[src/rtl/truth_table_scanner_if.sv]
// -----------------------------------------------------------------------------
// truth_table_scanner_if
//   Groups the request handshake, the drive/capture path to the function under
//   test, and the result bus of truth_table_scanner into one bundle.
//
//   Signals (direction as seen by the scanner, i.e. the slave modport):
//     start         in   1          scan request, honoured in IDLE only
//     dut_in        out  N_IN       input code presented to the function
//     dut_out       in   1          function output for the current dut_in
//     busy          out  1          scan in progress
//     done          out  1          one-cycle pulse, results valid
//     minterm_mask  out  2**N_IN    bit k = function value at input code k
//     minterm_cnt   out  N_IN+1     number of ones in minterm_mask
//     match         out  1          minterm_mask equals the expected mask
//
//   master : requester / harness side (drives start and dut_out)
//   slave  : scanner side
// -----------------------------------------------------------------------------
interface truth_table_scanner_if #(
  parameter int N_IN = 3
);
  logic                 start;
  logic [N_IN-1:0]      dut_in;
  logic                 dut_out;
  logic                 busy;
  logic                 done;
  logic [2**N_IN-1:0]   minterm_mask;
  logic [N_IN:0]        minterm_cnt;
  logic                 match;

  modport master (
    output start,
    output dut_out,
    input  dut_in,
    input  busy,
    input  done,
    input  minterm_mask,
    input  minterm_cnt,
    input  match
  );

  modport slave (
    input  start,
    input  dut_out,
    output dut_in,
    output busy,
    output done,
    output minterm_mask,
    output minterm_cnt,
    output match
  );
endinterface

[src/rtl/truth_table_scanner.sv]
// -----------------------------------------------------------------------------
// truth_table_scanner
//   Reads back an N_IN-input, 1-output combinational Boolean function. On each
//   accepted start it walks every input code 0 .. 2**N_IN-1, holds each code
//   for SETTLE_CYCLES cycles so the function can settle, then samples the
//   function output into a minterm mask and a running minterm count.
//
//   Optional feature macro: EXPECT_CHECK_EN
//     defined   : match is set on the edge entering DONE when the final mask
//                 equals EXPECT_MASK; cleared on start and reset.
//     undefined : match is tied low and no comparator is built.
//
//   Ports
//     clk   in   rising-edge clock
//     rst   in   asynchronous, active-high reset (released synchronously by
//                the surrounding reset tree)
//     bus   slave modport of truth_table_scanner_if:
//             start, dut_out (in); dut_in, busy, done, minterm_mask,
//             minterm_cnt, match (out). All outputs are registered.
//
//   Timing: each code costs SETTLE_CYCLES+1 edges (SETTLE_CYCLES in DRIVE,
//   one in SAMPLE), so done rises 2**N_IN*(SETTLE_CYCLES+1) edges after the
//   edge that accepted start.
// -----------------------------------------------------------------------------
module truth_table_scanner #(
  parameter int                 N_IN          = 3,
  parameter int                 SETTLE_CYCLES = 1,
  parameter logic [2**N_IN-1:0] EXPECT_MASK   = 8'h75
) (
  input  logic                  clk,
  input  logic                  rst,
  truth_table_scanner_if.slave  bus
);

  localparam int MW = 2**N_IN;
  localparam int CW = N_IN + 1;
  // Settle counter counts 0 .. SETTLE_CYCLES-1; keep at least one bit.
  localparam int SW = (SETTLE_CYCLES > 1) ? $clog2(SETTLE_CYCLES) : 1;

  localparam logic [N_IN-1:0] IDX_ZERO    = {N_IN{1'b0}};
  localparam logic [N_IN-1:0] IDX_ONE     = N_IN'(1'b1);
  localparam logic [N_IN-1:0] IDX_LAST    = {N_IN{1'b1}};
  localparam logic [SW-1:0]   SETTLE_ZERO = {SW{1'b0}};
  localparam logic [SW-1:0]   SETTLE_ONE  = SW'(1'b1);
  localparam logic [SW-1:0]   SETTLE_LAST = SW'(SETTLE_CYCLES - 1);
  localparam logic [MW-1:0]   MASK_ZERO   = {MW{1'b0}};
  localparam logic [CW-1:0]   CNT_ZERO    = {CW{1'b0}};

  typedef enum logic [1:0] {
    IDLE   = 2'd0,
    DRIVE  = 2'd1,
    SAMPLE = 2'd2,
    DONE   = 2'd3
  } state_t;

  // Registered state and outputs.
  state_t          state_r;
  logic [N_IN-1:0] idx_r;      // current code; doubles as the dut_in driver
  logic [SW-1:0]   settle_r;
  logic            busy_r;
  logic            done_r;
  logic [MW-1:0]   mask_r;
  logic [CW-1:0]   cnt_r;
  logic            match_r;

  // Next-state values.
  state_t          state_s;
  logic [N_IN-1:0] idx_s;
  logic [SW-1:0]   settle_s;
  logic            busy_s;
  logic            done_s;
  logic [MW-1:0]   mask_s;
  logic [CW-1:0]   cnt_s;
  logic            match_s;

`ifndef EXPECT_CHECK_EN
  // Keeps EXPECT_MASK referenced in builds without the expected-mask check;
  // folds to a constant and drives nothing.
  logic unused_expect_mask;
  assign unused_expect_mask = ^EXPECT_MASK;
`endif

  // Next-state and next-output decode for the scan sequencer.
  always_comb begin
    state_s  = state_r;
    idx_s    = idx_r;
    settle_s = settle_r;
    busy_s   = busy_r;
    done_s   = 1'b0;      // done is a single-cycle pulse
    mask_s   = mask_r;
    cnt_s    = cnt_r;
    match_s  = match_r;

    case (state_r)
      IDLE: begin
        if (bus.start) begin
          // New scan: clear results, present code 0 immediately.
          state_s  = DRIVE;
          idx_s    = IDX_ZERO;
          settle_s = SETTLE_ZERO;
          busy_s   = 1'b1;
          mask_s   = MASK_ZERO;
          cnt_s    = CNT_ZERO;
          match_s  = 1'b0;
        end else begin
          state_s  = IDLE;
        end
      end

      DRIVE: begin
        // Hold the code for SETTLE_CYCLES edges; dut_out is ignored here so
        // settling glitches cannot reach the result.
        if (settle_r == SETTLE_LAST) begin
          state_s  = SAMPLE;
          settle_s = SETTLE_ZERO;
        end else begin
          state_s  = DRIVE;
          settle_s = settle_r + SETTLE_ONE;
        end
      end

      SAMPLE: begin
        mask_s[idx_r] = bus.dut_out;
        cnt_s         = cnt_r + CW'(bus.dut_out);
        if (idx_r == IDX_LAST) begin
          // Last code captured: idx stays at the top code (no wrap).
          state_s = DONE;
          busy_s  = 1'b0;
          done_s  = 1'b1;
`ifdef EXPECT_CHECK_EN
          // Compare the final mask, including the bit captured on this edge.
          match_s = (mask_s == EXPECT_MASK);
`else
          match_s = 1'b0;
`endif
        end else begin
          state_s = DRIVE;
          idx_s   = idx_r + IDX_ONE;
        end
      end

      DONE: begin
        // Requests seen here are dropped, not queued.
        state_s = IDLE;
      end

      default: begin
        // Unreachable encoding: return to a quiet idle.
        state_s  = IDLE;
        settle_s = SETTLE_ZERO;
        busy_s   = 1'b0;
      end
    endcase
  end

  // State and output registers with asynchronous reset.
  always_ff @(posedge clk or posedge rst) begin
    if (rst) begin
      state_r  <= IDLE;
      idx_r    <= IDX_ZERO;
      settle_r <= SETTLE_ZERO;
      busy_r   <= 1'b0;
      done_r   <= 1'b0;
      mask_r   <= MASK_ZERO;
      cnt_r    <= CNT_ZERO;
      match_r  <= 1'b0;
    end else begin
      state_r  <= state_s;
      idx_r    <= idx_s;
      settle_r <= settle_s;
      busy_r   <= busy_s;
      done_r   <= done_s;
      mask_r   <= mask_s;
      cnt_r    <= cnt_s;
      match_r  <= match_s;
    end
  end

  assign bus.dut_in       = idx_r;
  assign bus.busy         = busy_r;
  assign bus.done         = done_r;
  assign bus.minterm_mask = mask_r;
  assign bus.minterm_cnt  = cnt_r;
  assign bus.match        = match_r;

endmodule
[src/flat_wrapper.sv]
// flat-port wrapper written by rule: the top's interface ports become plain ports
module truth_table_scanner_flat 
#(
  parameter int                 N_IN          = 3,
  parameter int                 SETTLE_CYCLES = 1,
  parameter logic [2**N_IN-1:0] EXPECT_MASK   = 8'h75
)
  (clk, rst, bus_start, bus_dut_out, bus_dut_in, bus_busy, bus_done, bus_minterm_mask, bus_minterm_cnt, bus_match);
  truth_table_scanner_if #(.N_IN(N_IN)) bus_i ();
  input  logic clk;
  input  logic rst;
  input wire logic [$bits(bus_i.start)-1:0] bus_start;
  input wire logic [$bits(bus_i.dut_out)-1:0] bus_dut_out;
  output wire logic [$bits(bus_i.dut_in)-1:0] bus_dut_in;
  output wire logic [$bits(bus_i.busy)-1:0] bus_busy;
  output wire logic [$bits(bus_i.done)-1:0] bus_done;
  output wire logic [$bits(bus_i.minterm_mask)-1:0] bus_minterm_mask;
  output wire logic [$bits(bus_i.minterm_cnt)-1:0] bus_minterm_cnt;
  output wire logic [$bits(bus_i.match)-1:0] bus_match;
  assign bus_i.start = bus_start;
  assign bus_i.dut_out = bus_dut_out;
  assign bus_dut_in = bus_i.dut_in;
  assign bus_busy = bus_i.busy;
  assign bus_done = bus_i.done;
  assign bus_minterm_mask = bus_i.minterm_mask;
  assign bus_minterm_cnt = bus_i.minterm_cnt;
  assign bus_match = bus_i.match;
  truth_table_scanner #(.N_IN(N_IN), .SETTLE_CYCLES(SETTLE_CYCLES), .EXPECT_MASK(EXPECT_MASK)) u_core (.clk(clk), .rst(rst), .bus(bus_i));
endmodule
[config.mk]
export PLATFORM = sky130hd
export DESIGN_NAME = truth_table_scanner_flat
export DESIGN_NICKNAME = d
export VERILOG_FILES = /design/src/rtl/truth_table_scanner_if.sv /design/src/rtl/truth_table_scanner.sv /design/src/flat_wrapper.sv
export SDC_FILE = /design/constraint.sdc
export NUM_CORES = 1
export LEC_CHECK = 0
export ABC_AREA = 1
export CORE_MARGIN = 2
export CORE_UTILIZATION = 55
export CTS_BUF_LIST = sky130_fd_sc_hd__clkbuf_4 sky130_fd_sc_hd__clkbuf_8
export CTS_CLUSTER_SIZE = 25
export DETAILED_ROUTE_END_ITERATION = 8
export PLACE_DENSITY_LB_ADDON = 0.05
export SYNTH_ARGS = -nofsm -noshare
export SYNTH_HDL_FRONTEND = slang
export SYNTH_SLANG_ARGS = --single-unit
[constraint.sdc]
create_clock -name clk -period 1.9 [get_ports clk]
set_input_delay 0.19 -clock clk [delete_from_list [all_inputs] [get_ports clk]]
set_output_delay 0.19 -clock clk [all_outputs]
set_load 0.05 [all_outputs]
==> results.md <==
- Status: finished, final reports clean
- Synth Warn #: 0
- Delay-heaviest family, CP: buffers and inverters
- Worst skew pair latency: about 0.29 ns
- Worst-path clk slew: around 0.11 ns
- Setup bufs post-CTS: 0
- Cell Pwr Density: approximately 1900 nW/µm²
- Routed Antenna Nets: 0
- Yosys cell types: 21
- Vias/cell: approximately 5.0
- Setup CP Type: register to output pin
- Max Used Layer: met4
- Clock Sink Count: 19
- Avg Cell Area, Syn: ~7.9 µm²
- Routed Wire Length: about 2000 µm
- Slew @ Worst Pin: roughly 0.5 ns
- Root buffer cell: clkbuf_4
- DP Wirelength: between 1000 and 1500 µm
- Antenna diodes: 0
- Worst setup EP type: output pin
- Synth cell count leaders: 43 x nand2_1, 19 x dfrtp_1, 19 x nand3_1, 16 x inv_1, 7 x nor2_1
- Fmax: 0.5807 GHz
- Share of the synthesized area in the top cell type: 46.80%
- Slowest CP cell: clkdlybuf4s50_1
- Vias: a little under 900
- Final total power: between 2 and 2.5 mW
- Worst min path class: input pin to async pin
- Clk buf depth: 2
- P&R area growth vs syn: 24.14%
- Register area share after synthesis: 46.80%
- Syn nets: between 100 and 150
- First-pass GRT wire length: approximately 3300 µm
- Post-route DRC: 0
- CP max stage delay: ~0.82 ns
- Pin count of the biggest net entering global routing: 20
- Layout cell share with drive strength beyond 1: between 8 and 9%
- Gr usage total: roughly a fifth
- DRT met1 WL: roughly 920 µm
- Gate Count Post-Synth: approximately 130
- MaxCap Viol Count: 0
- Slew Viols, Final: 0
- Final design utilization: 73.04%
- # hold bufs at CTS: 0
- H-tree Lvls: 1
- Largest cells by area after synthesis: dfrtp_1 47%, nand2_1 16%, nand3_1 9.4%
- Final Skew: 0.005580 ns
- Fin. Hold Viols: 0
- Crit path buf inv count: 1
- Critical Path, Cell by Cell: clkdlybuf4s50_1
- Minimum clock period after layout: 1.722 ns
- I/O pins: 22
- Sum Neg Setup Slack: 0 ns
- Yosys top cell by area: dfrtp_1
- Die Y: roughly 47 µm
- Cell Area, Synth: between 1000 and 1500 µm²
- Worst EP arrival: ~1.5 ns
- Drt wl/cell: ~11 µm
- Number of synthesized flops with an enable pin: 0
- Vias in the first global route: a little over 800
- CP Launch Type: register
- Buffers on Ports: 20
- DR iter-0 viols: 18
- Ys async rst share: 100.0%
- Die width: approximately 47 µm
- Core area: 1727 µm²
- Critical Path RT: ~1.7 ns
- DIE AREA: 2207 µm²
- Routed length on met2: approximately 960 µm
- CTS tree: built
- CP max FO: 5
- Standby leakage power: 0.7067 nW
- Initial Util: approximately three fifths
- Final setup violation count: 0
- Post-synthesis register bit count: 19
- CTS Buf Count: 3
- Most common cell in the netlist: nand2_1
- Placer's final routability congestion estimate: 0.7269
- Peak VDD IR: 1091 µV
- Period utilization: 90.63%
- Slew HR: about 67%
- FP Rows: 15
- Grt total ovfl: 0
- RSZ-0062 raised after global routing: no
- Initial antenna violation count: 0
- Wire length on met3: about 90 µm
- Nets: ~160
- Drt pass-1 iters: 4
- Synth Flop Type: dfrtp_1
-- metal layers --
layer  GRT usage [%]  vias to the layer above
met5               0                        -
met4           8.333                        0
met3           2.308                        4
met2           37.26                       28
met1           27.01                      407
li1                -                      447
-- stage by stage --
step                      cells  hold slack (ns)  cell area [µm²]  setup WS, ns
after floorplan             129           0.1411             1016        0.3527
after global placement      172           0.4603             1226        0.3739
after detailed placement    172           0.4644             1226        0.3581
after CTS                   176           0.2067             1256       0.02391
after global routing        176           0.2611             1261        0.1200
final                       176           0.1986             1261        0.1780
-- cell type report --
| type | count | area (µm²) |
|---|---|---|
| clock buffers | 4 | 30.03 |
| fillers | 159 | 465.4 |
| flip-flops and latches | 19 | 475.5 |
| well taps | 25 | 31.28 |
| inverters | 18 | 67.56 |
| multi-input cells | 89 | 446.7 |
| repair buffers | 21 | 210.2 |
-- report_power, final --
part	switching [mW]	internal, mW
Clock	0.121	0.0959
Combinational	0.963	0.473
Sequential	0.178	0.561
Total	1.26	1.13
-- sequential cells by signal, indices dropped and copies added (netlist names) --
signal                   count
u_core.bus.minterm_mask      8
u_core.bus.minterm_cnt       4
u_core.bus.dut_in            3
u_core.state_r               2
u_core.bus.busy              1
u_core.bus.done              1
-- final timing paths --
kind / start / end / slack [ns] / cells after the start
max reg2reg: u_core.bus.dut_in[0] / u_core.bus.dut_in[0] / 0.37 / 6
min: rst / u_core.bus.minterm_cnt[3] / 0.20 / 3
min in group clk: u_core.bus.minterm_mask[5] / u_core.bus.minterm_mask[5] / 0.49 / 2
max: u_core.bus.minterm_cnt[2] / bus_minterm_cnt[2] / 0.18 / 1
min reg2reg: u_core.bus.minterm_mask[5] / u_core.bus.minterm_mask[5] / 0.49 / 2
max in group asynchronous: rst / u_core.bus.minterm_mask[6] / 1.50 / 3
-- logic make-up after synthesis --
group | count (synthesis) | synth area share (%)
compound gates | 8 | 4.556
simple gates | 75 | 32.88
flops | 19 | 46.80
other cells | 1 | 0.3691
fa+ha+maj | 5 | 6.158
buf+inv | 21 | 9.236
-- timing repair --
item | CTS | global route
hold endpoints to repair | 0 | 0
resized for setup | 0 | 2
setup endpoints to repair | 0 | 2
-- placed cells by master, fill, tap and decap left out --
master,synthesis,routed
dlymetal6s2s_1,0,2
o21ai_0,2,2
or2_1,1,1
clkbuf_4,0,4
dfrtp_1,19,19
buf_4,2,2
o21ai_1,3,3
o21ai_2,1,1
a21oi_1,1,1
nand4_1,1,1
inv_2,2,2
ha_1,5,5
conb_1,1,1
inv_1,16,16
nor2_4,1,1
nor2_1,7,7
nand2_1,43,43
or2_2,1,1
clkdlybuf4s50_1,0,17
nand2_4,1,1
o21bai_1,1,1
nand3_1,19,19
nand3_2,1,1
(Power assumes the default switching activity.)
